## src/rtl/cpu_pkg.sv

```systemverilog
// Shared types and constants for the fetch/execute sequencer.
package cpu_pkg;

    typedef enum logic [3:0] {
        S_RESET,
        S_IF1,
        S_IF2,
        S_UPDATE_PC,
        S_DECODE,
        S_EXE_ISSUE,
        S_EXE_WAIT,
        S_MEM_ADDR,
        S_MEM_RD1,
        S_MEM_RD2,
        S_MEM_WR,
        S_HALT,
        S_FAULT
    } seq_state_t;

    localparam logic [2:0] OPC_MOV = 3'b110;
    localparam logic [2:0] OPC_ALU = 3'b101;
    localparam logic [2:0] OPC_LDR = 3'b011;
    localparam logic [2:0] OPC_STR = 3'b100;
    localparam logic [2:0] OPC_HLT = 3'b111;

    typedef enum logic [1:0] {
        MEM_NONE  = 2'b00,
        MEM_READ  = 2'b01,
        MEM_WRITE = 2'b10
    } mem_cmd_t;

    typedef enum logic [1:0] {
        PH_NORMAL = 2'b00,
        PH_ADDR   = 2'b01,
        PH_LDWB   = 2'b10,
        PH_STRD   = 2'b11
    } exe_phase_t;

    typedef enum logic [1:0] {
        FC_NONE    = 2'b00,
        FC_ILLEGAL = 2'b01,
        FC_TIMEOUT = 2'b10
    } fault_cause_t;

endpackage

```

## src/rtl/seq_watchdog.sv

```systemverilog
// Execute-phase watchdog: down-counter loaded on clear, decremented once per
// wait cycle, expired at terminal count zero. first_cycle marks the first wait
// cycle, where the controller's waiting flag is still stale.
module seq_watchdog #(
    parameter int unsigned EXE_TIMEOUT = 15
) (
    input  logic clk,
    input  logic rst_n,
    input  logic clear,
    input  logic count_en,
    output logic first_cycle,
    output logic expired
);

    localparam int unsigned     WD_W    = $clog2(EXE_TIMEOUT);
    localparam logic [WD_W-1:0] WD_LOAD = WD_W'(EXE_TIMEOUT - 1);

    logic [WD_W-1:0] cnt_q;

    // Load on clear, count down while enabled, hold at zero.
    always_ff @(posedge clk or negedge rst_n) begin
        if (!rst_n) begin
            cnt_q <= '0;
        end else if (clear) begin
            cnt_q <= WD_LOAD;
        end else if (count_en && (cnt_q != '0)) begin
            cnt_q <= cnt_q - 1'b1;
        end
    end

    assign first_cycle = (cnt_q == WD_LOAD);
    assign expired     = (cnt_q == '0);

endmodule

```

## src/rtl/fetch_sequencer.sv

```systemverilog
// Instruction fetch/decode sequencer with memory-op sequencing, halt/fault
// handling and a retired-instruction counter.
//
//  state       | meaning
//  ------------+---------------------------------------------------
//  RESET       | PC forced to 0
//  IF1         | read RAM at PC (1-cycle latency)
//  IF2         | read data valid, load IR
//  UPDATE_PC   | PC <= PC + 1
//  DECODE      | classify opcode, pick first execute phase
//  EXE_ISSUE   | one-cycle start pulse to datapath controller
//  EXE_WAIT    | wait for controller done, watchdog running
//  MEM_ADDR    | capture data address from C
//  MEM_RD1/2   | data read at data address
//  MEM_WR      | single write cycle at data address
//  HALT        | HALT executed, quiescent until reset
//  FAULT       | illegal opcode or execute timeout, quiescent
module fetch_sequencer
    import cpu_pkg::*;
#(
    parameter int unsigned EXE_TIMEOUT = 15,
    parameter int unsigned CNT_W       = 16
) (
    input  logic             clk,
    input  logic             rst_n,
    input  logic [2:0]       opcode,
    input  logic [1:0]       op,
    input  logic             exe_waiting,
    output logic             exe_start,
    output logic [1:0]       exe_phase,
    output logic             reset_pc,
    output logic             load_pc,
    output logic             load_ir,
    output logic             load_addr,
    output logic             addr_sel,
    output logic [1:0]       mem_cmd,
    output logic             halted,
    output logic             fault,
    output logic [1:0]       fault_cause,
    output logic [CNT_W-1:0] instr_count
);

    seq_state_t   state_q, state_d;
    exe_phase_t   phase_q, phase_d;
    fault_cause_t cause_q, cause_d;
    logic         store_q, store_d;
    logic         retire;
    logic         wd_first, wd_expired;
    logic [CNT_W-1:0] count_q;

    seq_watchdog #(
        .EXE_TIMEOUT(EXE_TIMEOUT)
    ) u_watchdog (
        .clk        (clk),
        .rst_n      (rst_n),
        .clear      (state_q == S_EXE_ISSUE),
        .count_en   (state_q == S_EXE_WAIT),
        .first_cycle(wd_first),
        .expired    (wd_expired)
    );

    // State register plus the per-instruction context captured alongside it.
    always_ff @(posedge clk or negedge rst_n) begin
        if (!rst_n) begin
            state_q <= S_RESET;
            phase_q <= PH_NORMAL;
            cause_q <= FC_NONE;
            store_q <= 1'b0;
        end else begin
            state_q <= state_d;
            phase_q <= phase_d;
            cause_q <= cause_d;
            store_q <= store_d;
        end
    end

    // Next-state, phase selection, fault cause and retire decision.
    always_comb begin
        state_d = state_q;
        phase_d = phase_q;
        cause_d = cause_q;
        store_d = store_q;
        retire  = 1'b0;
        case (state_q)
            S_RESET:     state_d = S_IF1;
            S_IF1:       state_d = S_IF2;
            S_IF2:       state_d = S_UPDATE_PC;
            S_UPDATE_PC: state_d = S_DECODE;
            S_DECODE: begin
                case (opcode)
                    OPC_MOV, OPC_ALU: begin
                        state_d = S_EXE_ISSUE;
                        phase_d = PH_NORMAL;
                    end
                    OPC_LDR, OPC_STR: begin
                        if (op == 2'b00) begin
                            state_d = S_EXE_ISSUE;
                            phase_d = PH_ADDR;
                            store_d = (opcode == OPC_STR);
                        end else begin
                            state_d = S_FAULT;
                            cause_d = FC_ILLEGAL;
                        end
                    end
                    OPC_HLT: state_d = S_HALT;
                    default: begin
                        state_d = S_FAULT;
                        cause_d = FC_ILLEGAL;
                    end
                endcase
            end
            S_EXE_ISSUE: state_d = S_EXE_WAIT;
            S_EXE_WAIT: begin
                // Completion is checked before expiry so a done flag on the
                // last allowed cycle still wins.
                if (exe_waiting && !wd_first) begin
                    case (phase_q)
                        PH_NORMAL, PH_LDWB: begin
                            state_d = S_IF1;
                            retire  = 1'b1;
                        end
                        PH_ADDR: state_d = S_MEM_ADDR;
                        PH_STRD: state_d = S_MEM_WR;
                        default: state_d = S_FAULT;
                    endcase
                end else if (wd_expired) begin
                    state_d = S_FAULT;
                    cause_d = FC_TIMEOUT;
                end
            end
            S_MEM_ADDR: begin
                if (store_q) begin
                    state_d = S_EXE_ISSUE;
                    phase_d = PH_STRD;
                end else begin
                    state_d = S_MEM_RD1;
                end
            end
            S_MEM_RD1: state_d = S_MEM_RD2;
            S_MEM_RD2: begin
                state_d = S_EXE_ISSUE;
                phase_d = PH_LDWB;
            end
            S_MEM_WR: begin
                state_d = S_IF1;
                retire  = 1'b1;
            end
            S_HALT:  state_d = S_HALT;
            S_FAULT: state_d = S_FAULT;
            default: state_d = S_FAULT;
        endcase
    end

    // Moore output decode.
    always_comb begin
        reset_pc  = 1'b0;
        load_pc   = 1'b0;
        load_ir   = 1'b0;
        load_addr = 1'b0;
        addr_sel  = 1'b0;
        mem_cmd   = MEM_NONE;
        exe_start = 1'b0;
        halted    = 1'b0;
        fault     = 1'b0;
        case (state_q)
            S_RESET: begin
                reset_pc = 1'b1;
                load_pc  = 1'b1;
            end
            S_IF1: begin
                addr_sel = 1'b1;
                mem_cmd  = MEM_READ;
            end
            S_IF2: begin
                addr_sel = 1'b1;
                mem_cmd  = MEM_READ;
                load_ir  = 1'b1;
            end
            S_UPDATE_PC: load_pc   = 1'b1;
            S_EXE_ISSUE: exe_start = 1'b1;
            S_MEM_ADDR:  load_addr = 1'b1;
            S_MEM_RD1, S_MEM_RD2: mem_cmd = MEM_READ;
            S_MEM_WR:    mem_cmd   = MEM_WRITE;
            S_HALT:      halted    = 1'b1;
            S_FAULT:     fault     = 1'b1;
            default: ;
        endcase
    end

    // Retired-instruction counter, wraps naturally at 2^CNT_W.
    always_ff @(posedge clk or negedge rst_n) begin
        if (!rst_n) begin
            count_q <= '0;
        end else if (retire) begin
            count_q <= count_q + 1'b1;
        end
    end

    assign exe_phase   = phase_q;
    assign fault_cause = cause_q;
    assign instr_count = count_q;

endmodule
```

## config.mk

```make
export PLATFORM = sky130hd
export DESIGN_NAME = fetch_sequencer
export DESIGN_NICKNAME = d
export VERILOG_FILES = /design/src/rtl/cpu_pkg.sv /design/src/rtl/seq_watchdog.sv /design/src/rtl/fetch_sequencer.sv
export SDC_FILE = /design/constraint.sdc
export NUM_CORES = 1
export LEC_CHECK = 0
export CAP_MARGIN = 0
export CORE_ASPECT_RATIO = 1.2
export CORE_MARGIN = 2
export CORE_UTILIZATION = 35
export DETAILED_ROUTE_END_ITERATION = 8
export GPL_TIMING_DRIVEN = 0
export PLACE_DENSITY = 0.68
export SYNTH_ARGS = -nofsm -noshare
export SYNTH_HDL_FRONTEND = slang
export SYNTH_HIERARCHICAL = 1
export SYNTH_SLANG_ARGS = --single-unit
```

## constraint.sdc

```tcl
create_clock -name clk -period 2.9 [get_ports clk]
set_clock_uncertainty 0.15 [all_clocks]
set_input_delay 0.87 -clock clk [delete_from_list [all_inputs] [get_ports clk]]
set_output_delay 0.87 -clock clk [all_outputs]
set_load 0.005 [all_outputs]
```

==> Yosys cells after proc, flatten, opt, wreduce, memory -nomap -nowiden <==
Index checks and enable logic that the tools add are counted.
Widths: inputs -> output; s select.
{ "word_totals": {"reg_bits": 29, "input_bits": 8, "out_inout_bits": 30, "word_cells": 89} }
{ "classes": {"n_addsub": 2, "n_eq_ne": 29, "mux": 30, "reduce_logical": 22} }
{ "ops": {"columns": ["cell", "count"], "rows": [
  ["$pmux 4 s11", 1],
  ["$eq 4x4->1 const B", 6],
  ["$mux 4", 6],
  ["$pmux 4 s3", 2],
  ["$add 16x1->16 const B", 1],
  ["$eq 4x3->1 const B", 4],
  ["$pmux 2 s2", 4],
  ["$eq 3x3->1 const B", 4],
  ["$reduce_or 2->1", 6],
  ["$mux 1", 10],
  ["$mux 2", 5],
  ["$ne 3x3->1 const B", 3],
  ["$eq 4x2->1 const B", 2],
  ["$logic_not 4->1", 2],
  ["$ne 2x2->1 const B", 4],
  ["$pmux 2 s3", 1],
  ["$reduce_and 5->1", 1],
  ["$eq 2x2->1 const B", 2],
  ["$eq 4x1->1 const B", 1],
  ["$logic_not 2->1", 2],
  ["$reduce_and 4->1", 1],
  ["$reduce_bool 2->1", 2],
  ["$reduce_bool 4->1", 1],
  ["$reduce_or 4->1", 1],
  ["10 further kinds", 11]
]} }

==> Logic depth before layout (Yosys ltp) <==
{ "depth": {"word_depth": 5, "depth_mapped": 9, "ltp_nobuf": 8} }

==> Cells and area by module <==
The synthesis kept the hierarchy.
{ "by_module_without_submodules": {"columns": ["mod", "instances", "cells_each", "area_per_inst_um2", "seq_area_each_um2"], "rows": [
  ["fetch_sequencer", 1, 165, 1521.5, 625.6],
  ["seq_watchdog", 1, 22, 239.0, 100.1]
]} }

==> Worst setup path after synthesis <==
Ideal clock, no wire load.
{ "synth_path": {"kind": "in2reg", "startpoint": "input port opcode[2]", "endpoint": "register phase_q[0] (netlist: exe_phase[0])", "setup_ns": 0.125, "t_arrival_ns": 2.002, "required_ns": 2.625, "path_slack_ns": 0.622, "path_stages": 6, "path_buffers": 1, "cell_sequence": "buf_2 nand2b_1 o22a_1 o32ai_2 a21oi_1 mux2_4"} }
{ "synth_between": {"elab_chain_cells": 4} }
{ "synth_lines": {"columns": ["element", "line_no", "rtl"], "rows": [
  ["start, declared", "fetch_sequencer.sv:26", "input logic [2:0] opcode,"],
  ["$eq 3x3->1 or $eq 3x2->1 (tied branches)", "fetch_sequencer.sv:90", "case (opcode)"],
  ["$reduce_or 2->1", "fetch_sequencer.sv:90", null],
  ["$pmux 2 s2 (tied with other cells)", "fetch_sequencer.sv:90", null],
  ["$pmux 2 s3 or $reduce_and 4->1 (tied branches)", null, null],
  ["end signal, assigned", "fetch_sequencer.sv:71", "phase_q <= phase_d;"],
  ["end, declared", "fetch_sequencer.sv:44", "exe_phase_t phase_q, phase_d;"]
]} }
Parallel ways exist; a longest one is shown, timed or not.
A chain may end at the register's enable or synchronous reset.

==> Final worst setup path <==
{ "layout_path": {"startpoint": "register state_q[3]", "endpoint": "output port exe_start"} }
{ "layout_between": {"elab_chain_cells": 2} }
{ "layout_lines": {"columns": ["element", "line_no", "rtl"], "rows": [
  ["start, declared", "fetch_sequencer.sv:43", "seq_state_t state_q, state_d;"],
  ["start signal, assigned", "fetch_sequencer.sv:70", "state_q <= state_d;"],
  ["$eq 4x3->1", "fetch_sequencer.sv:165", "case (state_q)"],
  ["$mux 1", "fetch_sequencer.sv:165", null],
  ["end, declared", "fetch_sequencer.sv:29", "output logic exe_start,"]
]} }
No other way between the ends.

==> qor.yml <==
clocking:
  clk_pin_slew_ns: 0.06
  numCtsBuffers: 5
  cts.path.max_buffers: 2
  cts_tree: "yes"
  h-tree-depth: 2
  cts.root.buffer_cell: "clkbuf_8"
  clkLatencyLatePin_ns: 0.28
  clock_sinks: 29
placement:
  dpl.hpwl_um: 2860
  placed_cell_area_mm2: 0.00220
  pre_cts_ws_ns: -0.0666
  finalWeightedCongestion: 0.873
  portBuffers: 36
synthesis:
  synth.distinct_cells: 46
  async_flop_share: 1.00
  syn_area_per_cell_um2: 9.41
  syn-num-nets: 198
  yosysSeqAreaShare: 0.412
  synth_warnings: 6
  synth-seq-cells: 29
  netlist.top_cell.by_area: "dfrtp_1"
  netlist.area_leader.share: 0.412
  synth_area_leaders: "dfrtp_1 (41%), xnor2_1 (7.5%), nand2_1 (4.1%)"
  netlist_area_mm2: 0.00176
  ys.flop_type: "dfrtp_1"
  synth_edf_count: 0
  synth_cells: 187
routing:
  dr_total_vias: 1539
  drc_errors: 0
  drt_iter0_markers: 53
  wirelength_um: 4040
  postRouteAntennaNets: 0
  wire_per_inst_um: 13.7
  viasPerCell: 5.22
  dr.pass1.iters: 4
critical_path:
  cpPeakStageDelay_ns: 0.53
  critical_path.max_fanout: 10
  crit_chain: "clkbuf_4 -> nor2b_4 -> nand2_2 -> nor2_4 -> clkdlybuf4s50_1"
  critPathSlowestCell: "clkdlybuf4s50_1"
  crit_family: "buffers and inverters"
  cp.required_ns: 1.88
  end_kind: "primary output"
  startpoint_type: "register"
  rr_startpoint: "u_watchdog/cnt_q[0]"
  crit_start: "state_q[3]"
  critPathBufInv: 2
  crit_arrival_ns: 1.80
  path_class: "register to primary output"
hold_path:
  hp-class: "register to register"
  hp-start: "instr_count[13]"
final_layout:
  multiInputGateArea_um2: 995
  drive_gt1_frac: 0.166
  finalInstanceArea_mm2: 0.00237
  nNetsFinal: 245
  synthToLayoutAreaGrowth_pct: 34.9
  fill_cells: 501
  diodes: 0
  regArea_um2: 726
die:
  dieArea_mm2: 0.00562
  pin_count: 38
  placementRows: 28
  die_h_um: 81.7
  die_x_um: 68.7
  placeableCoreArea_mm2: 0.00490
  start_util: 0.359
timing:
  setup_viol: 0
  fmax_mhz: 355
  timing.final.crit_period_ns: 2.82
  fin_setup_tns_ns: 0
  period_share: 0.972
  final-max-slew-violation-count: 0
  rsz0062_at_grt: "no"
  hold_viol_final: 0
  worst-slew-pin-transition_ns: 0.657
  fin_ws_ns: 0.0809
  max_slew_margin: 0.562
status:
  outcome: "finished, final reports clean"
global_routing:
  grt_pass1_wl_um: 6680
  antenna_found_initial: 0
  grt_use_total: 0.158
  grt_overflow: 0
  grt_pass1_vias: 1444
  grt_max_degree: 30
pwr:
  power.density_mw_per_mm2: 322
  ir_drop_mv: 0.294
  leakagePower_nw: 1.04
run:
  max_cap_viol_count: 0
## flip-flops by register name, summed over array words and instances, names as in the netlist
signal / cells
instr_count: 16
state_q: 4
u_watchdog/cnt_q: 4
exe_phase: 2
fault_cause: 2
store_q: 1
## per-layer routing
metal	GRT usage	share of wire	wire (um)
met5	0	0	0
met4	0.0510	0.011	46
met3	0.0370	0.056	225
met2	0.256	0.49	2000
met1	0.206	0.44	1770
## final timing paths
| check | cells past startpoint | endpoint | slack, ns |
|---|---|---|---|
| max in group asynchronous | 1 | u_watchdog/cnt_q[0] | 1.71 |
| worst max register to register | 9 | instr_count[7] | 0.66 |
| worst min register to register | 1 | instr_count[13] | 0.35 |
| min in group asynchronous | 1 | instr_count[7] | 0.46 |
| worst min-delay path | 1 | instr_count[13] | 0.35 |
| worst max-delay path | 5 | exe_start | 0.08 |
## per-stage QoR
step	util	hold slack [ns]	cells	total power, mW
after global placement	0.448	0.333	283	0.447
final	0.484	0.349	295	0.765
after floorplan	-	0.318	187	0.426
after global routing	0.484	0.373	295	0.804
after CTS	0.473	0.351	292	0.781
after detailed placement	0.448	0.335	283	0.447
## cells by family after synthesis
kind of cell               after synthesis  share of synthesized area
muxes                                    3                     0.0213
xor gates and xnor gates                18                     0.0896
buffers and inverters                   17                     0.0448
DFF                                     29                      0.412
and+or+nand+nor                         81                      0.257
adders and majority gates                3                     0.0213
AOI/OAI and AO/OA                       36                      0.154
## cells in the final DEF, fill, tap and decap left out, types with 3 or more instances in the layout
cell              n
nor3b_1           5
and4_1            4
clkdlybuf4s50_1  32
nand2b_1          7
nand2_1          18
buf_4            10
nor2_1           12
dfrtp_1          29
inv_1             7
clkbuf_8          5
nor3_1            5
buf_2             3
xnor2_1          14
a21oi_1          11
nor2b_1           4
o21ai_0           7
ha_1              3
dlymetal6s2s_1    3
nand3_1          11
xor2_1            3
## cells in the mapped netlist (2+ instances only)
library cell,n
nand2b_1,7
and3_1,2
nand2_1,19
mux2_2,2
inv_1,7
a211o_2,2
nor3b_1,5
xor2_1,3
nor2b_1,5
ha_1,3
xnor2_1,15
o211ai_1,2
and4_1,4
o21ai_0,7
nor2_1,14
dfrtp_1,29
nand3_1,11
nand4_1,2
nor3_1,5
buf_2,3
clkbuf_1,5
a21oi_1,11
## report_power, final
part	switching [mW]	internal (mW)	leakage [nW]
clock	0.162	0.165	0.0439
combinational	0.0210	0.0128	0.611
sequential	0	0.405	0.390
## timing repair
action                                  in CTS  in global routing
endpoints found under the hold margin        0                  0
pin swaps                                    0                  2
gates resized for setup                      9                 17
buffers inserted                             2                  3
endpoints found under the setup margin       9                  6
hold buffers                                 0                  0
## cell type report
cell class | count | share of cell area
flip-flops and latches | 29 | 0.306
clock buffers | 5 | 0.0290
multi-input cells | 141 | 0.419
clock inverters | 3 | 0.00738
inverters | 7 | 0.0111
well taps | 60 | 0.0316
plain buffers | 9 | 0.0279
repair buffers | 41 | 0.169
(Power assumes the default switching activity.)
